==> src/rtl/adsr_envelope_gen.sv <==
// ADSR envelope generator.
// Produces one non-negative envelope sample per sample tick, gated by a note
// gate, and presents it over a valid/ready handshake to the amplitude
// modulator. The envelope level is an unsigned (DATA_WIDTH-1)-bit value.
// It is zero-extended onto the signed output word.
module adsr_envelope_gen #(
    parameter int DATA_WIDTH = 16
) (
    input  logic                         clk_i,
    input  logic                         rst_ni,
    input  logic                         tick_i,
    input  logic                         gate_i,
    input  logic        [DATA_WIDTH-2:0] attack_rate_i,
    input  logic        [DATA_WIDTH-2:0] decay_rate_i,
    input  logic        [DATA_WIDTH-2:0] sustain_level_i,
    input  logic        [DATA_WIDTH-2:0] release_rate_i,
    output logic signed [DATA_WIDTH-1:0] envelope_o,
    output logic                         valid_o,
    input  logic                         ready_i,
    output logic        [2:0]            state_o,
    output logic                         overrun_o
);

    // Width of the unsigned envelope level (sign bit excluded).
    localparam int LW = DATA_WIDTH - 1;

    // Full-scale level, 2^(DATA_WIDTH-1)-1.
    localparam logic [LW-1:0] MAX_LEVEL = '1;

    // The state encodings are visible on state_o, so they are fixed.
    typedef enum logic [2:0] {
        ST_IDLE    = 3'd0,
        ST_ATTACK  = 3'd1,
        ST_DECAY   = 3'd2,
        ST_SUSTAIN = 3'd3,
        ST_RELEASE = 3'd4
    } state_t;

    // ------------------------------------------------------------------
    // Registers and their next-state values
    // ------------------------------------------------------------------
    state_t        state_q,   state_d;
    logic [LW-1:0] level_q,   level_d;
    logic          gate_q,    gate_d;
    logic          valid_q,   valid_d;
    logic          overrun_q, overrun_d;

    // State after this cycle's gate event. The level rule is applied to it.
    state_t        gate_state;
    logic          gate_rise;

    // Arithmetic with one guard/borrow bit so no result can wrap.
    logic [LW:0]   attack_sum;
    logic [LW:0]   decay_diff;
    logic [LW:0]   release_diff;
    logic          decay_borrow;
    logic          release_borrow;

    // ------------------------------------------------------------------
    // State register: FSM state, level, registered gate and output flags
    // ------------------------------------------------------------------
    // Reset clears gate_q, so a gate that is already high when reset
    // releases is seen as a note-on.
    always_ff @(posedge clk_i or negedge rst_ni) begin
        if (!rst_ni) begin
            state_q   <= ST_IDLE;
            level_q   <= '0;
            gate_q    <= 1'b0;
            valid_q   <= 1'b0;
            overrun_q <= 1'b0;
        end else begin
            // NOTE: clocked state uses non-blocking assignments only. Every
            // flop then samples pre-edge values, whatever the statement order.
            state_q   <= state_d;
            level_q   <= level_d;
            gate_q    <= gate_d;
            valid_q   <= valid_d;
            overrun_q <= overrun_d;
        end
    end

    // ------------------------------------------------------------------
    // Gate handling: resolve note-on / note-off before any level update
    // ------------------------------------------------------------------
    // A rising edge retriggers ATTACK from any state. A low gate sends an
    // active note to RELEASE. IDLE and RELEASE ignore a low gate.
    always_comb begin
        // NOTE: every signal written in a combinational block gets a default
        // first. A missed branch then cannot infer a latch.
        gate_d     = gate_i;
        gate_rise  = gate_i & ~gate_q;
        gate_state = state_q;
        if (gate_rise) begin
            gate_state = ST_ATTACK;
        end else if (!gate_i) begin
            if (state_q == ST_ATTACK || state_q == ST_DECAY ||
                state_q == ST_SUSTAIN) begin
                gate_state = ST_RELEASE;
            end
        end
    end

    // ------------------------------------------------------------------
    // Saturating level arithmetic shared by the next-state logic
    // ------------------------------------------------------------------
    // The sum and differences carry one extra MSB. It is the overflow bit
    // in ATTACK and the borrow bit in DECAY and RELEASE.
    always_comb begin
        attack_sum     = {1'b0, level_q} + {1'b0, attack_rate_i};
        decay_diff     = {1'b0, level_q} - {1'b0, decay_rate_i};
        release_diff   = {1'b0, level_q} - {1'b0, release_rate_i};
        decay_borrow   = decay_diff[LW];
        release_borrow = release_diff[LW];
    end

    // ------------------------------------------------------------------
    // Next-state logic: level update and phase transitions on tick cycles
    // ------------------------------------------------------------------
    // Without a tick only the gate transition applies and the level holds.
    // With a tick, the rule of the post-gate state sets the new level. It
    // may also advance to the next phase in the same cycle.
    always_comb begin
        state_d = gate_state;
        level_d = level_q;
        if (tick_i) begin
            unique case (gate_state)
                ST_IDLE: begin
                    level_d = '0;
                end
                ST_ATTACK: begin
                    // A zero rate means an instantaneous attack.
                    if (attack_rate_i == '0 || attack_sum >= {1'b0, MAX_LEVEL}) begin
                        level_d = MAX_LEVEL;
                        state_d = ST_DECAY;
                    end else begin
                        level_d = attack_sum[LW-1:0];
                    end
                end
                ST_DECAY: begin
                    // Floor at the sustain level. A zero rate jumps straight
                    // to it.
                    if (decay_rate_i == '0 || decay_borrow ||
                        decay_diff[LW-1:0] <= sustain_level_i) begin
                        level_d = sustain_level_i;
                        state_d = ST_SUSTAIN;
                    end else begin
                        level_d = decay_diff[LW-1:0];
                    end
                end
                ST_SUSTAIN: begin
                    // Follows live sustain-level changes in either direction.
                    level_d = sustain_level_i;
                end
                ST_RELEASE: begin
                    // Floor at zero. Reaching zero ends the note.
                    if (release_rate_i == '0 || release_borrow ||
                        release_diff[LW-1:0] == '0) begin
                        level_d = '0;
                        state_d = ST_IDLE;
                    end else begin
                        level_d = release_diff[LW-1:0];
                    end
                end
                default: begin
                    level_d = '0;
                    state_d = ST_IDLE;
                end
            endcase
        end
    end

    // ------------------------------------------------------------------
    // Handshake: sample-valid tracking and overrun detection
    // ------------------------------------------------------------------
    // A tick always publishes a fresh sample. Without a tick, acceptance
    // retires the sample. A tick that lands on a held, unaccepted sample
    // overwrites it and flags an overrun. A tick in the acceptance cycle is
    // not an overrun.
    always_comb begin
        valid_d   = valid_q;
        overrun_d = 1'b0;
        if (tick_i) begin
            valid_d   = 1'b1;
            overrun_d = valid_q & ~ready_i;
        end else if (valid_q && ready_i) begin
            valid_d = 1'b0;
        end
    end

    // ------------------------------------------------------------------
    // Output logic: drive ports from the registered state
    // ------------------------------------------------------------------
    // The level changes only on a tick, and a tick also republishes the
    // sample. So the zero-extended level is the held output word and stays
    // stable until the next tick.
    always_comb begin
        envelope_o = {1'b0, level_q};
        valid_o    = valid_q;
        state_o    = state_q;
        overrun_o  = overrun_q;
    end

endmodule

==> config.mk <==
export PLATFORM = sky130hd
export DESIGN_NAME = adsr_envelope_gen
export DESIGN_NICKNAME = d
export VERILOG_FILES = /design/src/rtl/adsr_envelope_gen.sv
export SDC_FILE = /design/constraint.sdc
export NUM_CORES = 1
export LEC_CHECK = 0
export CORE_ASPECT_RATIO = 2
export CORE_UTILIZATION = 50
export DETAILED_ROUTE_END_ITERATION = 8
export GPL_ROUTABILITY_DRIVEN = 0
export PLACE_DENSITY = 0.78
export SYNTH_ARGS = -nofsm -noshare
export SYNTH_HDL_FRONTEND = slang
export SYNTH_SLANG_ARGS = --single-unit
==> constraint.sdc <==
create_clock -name clk_i -period 4.84 [get_ports clk_i]
set_input_delay 0.968 -clock clk_i [delete_from_list [all_inputs] [get_ports clk_i]]
set_output_delay 0.968 -clock clk_i [all_outputs]
set_load 0.02 [all_outputs]
==> results.yml <==
status:
  status: "finished, final reports clean"
synth:
  synth_flop_cell: "dfrtp_1"
  synth_edf_count: 0
  ys_async_sr_fraction_pct: 100.0
  synth.net_count: 706
  syn_avg_cell_area_um2: 7.568
  syn_inst: 578
  synth.distinct_cells: 82
  seq_area_frac_synth_pct: 12.01
  yosysWarnings: 0
  syn_area_mm2: 0.004374
  ys_ff_latch: 21
flow_run:
  maxCapViolCount: 0
placed_design:
  place_area_mm2: 0.005456
  dp_hpwl_um: 13260
  port_buffers: 84
global_routing:
  use_met1_pct: 38.34
  top_usage_layer: "met2"
  grt_use_total_pct: 39.26
  grt-ovfl-total: 0
  antenna_found_initial: 0
  grt_pass1_wl_um: 26720
  met2_usage_pct: 64.71
  use_met3_pct: 12.93
  grt_max_degree: 22
  grt_pass1_vias: 5274
cells_and_area:
  register_area_um2: 525.5
  final_util_pct: 68.35
  syn_to_final_growth_pct: 30.49
  nets: 812
  drive_gt1_share_pct: 11.42
  final_common_cell: "clkdlybuf4s50_1"
  diodes: 0
  multiInputGateArea_mm2: 0.003647
  final_area_mm2: 0.005708
  fill_cells: 712
  mostFrequentLayoutCells: "82 x clkdlybuf4s50_1, 68 x inv_1, 59 x ha_1"
worst_setup_path:
  cpPeakStageDelay_ns: 0.48
  r2r_end: "level_q[13]"
  criticalPathCategory: "in2reg"
  end_kind: "register"
  worst-path-stages: 19
  cp_cell_sequence: "clkdlybuf4s50_1 > inv_1 > ha_1 > a21o_1 > a21o_1 > buf_4 > a32oi_4 > a31oi_2 > xor2_1 > ha_1 > nand4_1 > nor4_1 > a211oi_2 > buf_4 > o21ai_4 > buf_6 > mux2i_2 > nor2_1 > a211o_1"
  crit_slowest_cell: "clkdlybuf4s50_1"
  rrSetupSlack_ns: 0.62
  cp.arrival_ns: 4.88
  required_ns: 4.99
  start_kind: "input pin"
  r2r_start: "level_q[1]"
  cp.buffers_inverters: 5
  crit_fanout: 4
  critPathTopFamily: "compound AO/OA/AOI/OAI gates"
  rr_worst_depth: 18
clock_network:
  clock_sinks: 21
  ctsLongestPathBuffers: 2
  cts_tree: "done"
  clk_latency_ns: 0.26
  h-tree-depth: 1
  ctsHoldBuffers: 0
  cts_root_buf: "clkbuf_16"
  cts_buffers: 3
  clkTransAtPathRegs_ns: 0.06
sta:
  hold_viol: 0
  holdWs_ns: 0.5310
  post-route-min-period_ns: 4.737
  fmax_ghz: 0.2111
  relSlewSlack_pct: 19.72
  maxSlewViolCount: 0
  worstMarginPinSlew_ns: 1.193
  finalSetupViolCount: 0
  fin_crit_sh_pct: 97.86
  fin_worst_skew_ns: 0.001203
routing:
  drt_iter0_drc: 405
  routed_wl_um: 16650
  drc: 0
  drtAntennaViolNets: 0
  vias: 5154
  post_drt_wl_per_cell_um: 21.32
  dr.pass1.iters: 6
  via_per_inst: 6.599
die:
  core_area_mm2: 0.008351
  die_area_mm2: 0.009149
  rows: 47
  dieHeight_um: 134.3
  ios: 86
  die_x_um: 68.14
  start_util_pct: 52.38
min_path:
  hold_depth: 2
  holdPathEnd: "overrun_o"
  hp-class: "reg2reg"
  hold_start: "valid_o"
power:
  p_leak_nw: 2.621
  powerDensity_mw_per_mm2: 256.4
  peakVddDrop_uv: 136.3
## layout make-up
cell class,instances,share of cell area (%)
multi-input combinational,476,63.90
timing repair buffer,114,18.90
sequential,21,9.206
inverter,68,4.472
tap,98,2.148
clock buffer,4,1.381
## synth_stat cells, drive strengths merged (4+ instances only)
library cell | number | share of area, %
nor2 | 53 | 4.5
a21oi | 39 | 4.5
a21o | 11 | 1.9
o31ai | 6 | 1.0
xor2 | 15 | 3.0
nand3 | 13 | 1.6
o211ai | 8 | 1.8
o2111ai | 5 | 1.0
a32oi | 6 | 1.4
dfrtp | 21 | 12
ha | 60 | 17
a31oi | 14 | 2.1
mux2 | 4 | 1.1
nand2b | 4 | 0.57
buf | 4 | 0.51
nand4b | 5 | 1.0
mux2i | 7 | 1.6
nand2 | 32 | 2.7
nor2b | 11 | 1.6
a221oi | 5 | 1.0
o21a | 10 | 1.7
nor3 | 22 | 2.5
or2 | 4 | 0.57
xnor2 | 11 | 2.2
o21ai | 32 | 4.0
clkbuf | 9 | 0.89
or3 | 4 | 0.57
and2 | 4 | 0.57
a211oi | 12 | 2.5
nor4 | 13 | 2.0
nand4 | 8 | 1.1
nand3b | 7 | 1.2
inv | 68 | 5.8
## flip-flops by register name, indices dropped and copies added (netlist names)
signal     cells
gate_q         1
level_q       15
overrun_o      1
state_o        3
valid_o        1
## routing by layer
| layer | part of all wire [%] | vias up |
|---|---|---|
| li1 | - | 2391 |
| met4 | 9.5 | 0 |
| met5 | 0 | - |
| met3 | 6.9 | 101 |
| met1 | 32 | 2392 |
| met2 | 51 | 270 |
## worst max-delay path by stage
stage                                from     endpoint  slack (ns)
after floorplan           decay_rate_i[0]   level_q[5]        0.40
after global placement    decay_rate_i[0]   level_q[4]       -0.19
after detailed placement  decay_rate_i[0]   level_q[1]       -0.42
after CTS                 decay_rate_i[0]   level_q[5]        0.03
after global routing      decay_rate_i[8]   level_q[8]       -0.05
final                     decay_rate_i[8]  level_q[13]        0.10
## report_power, final
part           internal (mW)  total [mW]  leakage [nW]  switching (mW)
sequential             0.195       0.252         0.279          0.0569
clock                  0.113       0.183        0.0382          0.0705
combinational          0.450        1.03          2.30           0.578
total                  0.758        1.46          2.62           0.706
## tightest hold or removal path, stage by stage (launching register included)
cell     delay, ns
dfrtp_1       0.37
inv_1         0.07
nor3_1        0.05
## logic make-up after synthesis
| family | synth area share, % |
|---|---|
| buffers and inverters | 7.237 |
| AOI/OAI and AO/OA | 31.95 |
| other | 0.08573 |
| DFF | 12.01 |
| adders and majority gates | 18.54 |
| and+or+nand+nor | 22.25 |
| xor gates and xnor gates | 5.206 |
| muxes | 2.717 |
## repair_timing
action / in CTS / in global routing
endpoints found under the setup margin: 12 / 16
buffers inserted: 0 / 6
pin swaps: 0 / 13
gates resized for setup: 4 / 22
endpoints found under the hold margin: 0 / 0
## stage by stage
step / setup TNS (ns) / total power, mW / setup slack, ns / instances
after floorplan: 0 / 0.8492 / 0.4033 / 578
after global placement: -2.075 / 1.152 / -0.1923 / 771
after detailed placement: -4.699 / 1.188 / -0.4239 / 771
after CTS: 0 / 1.377 / 0.02924 / 775
after global routing: -0.2410 / 1.573 / -0.05014 / 781
final: 0 / 1.464 / 0.1035 / 781
(Power assumes the default switching activity.)
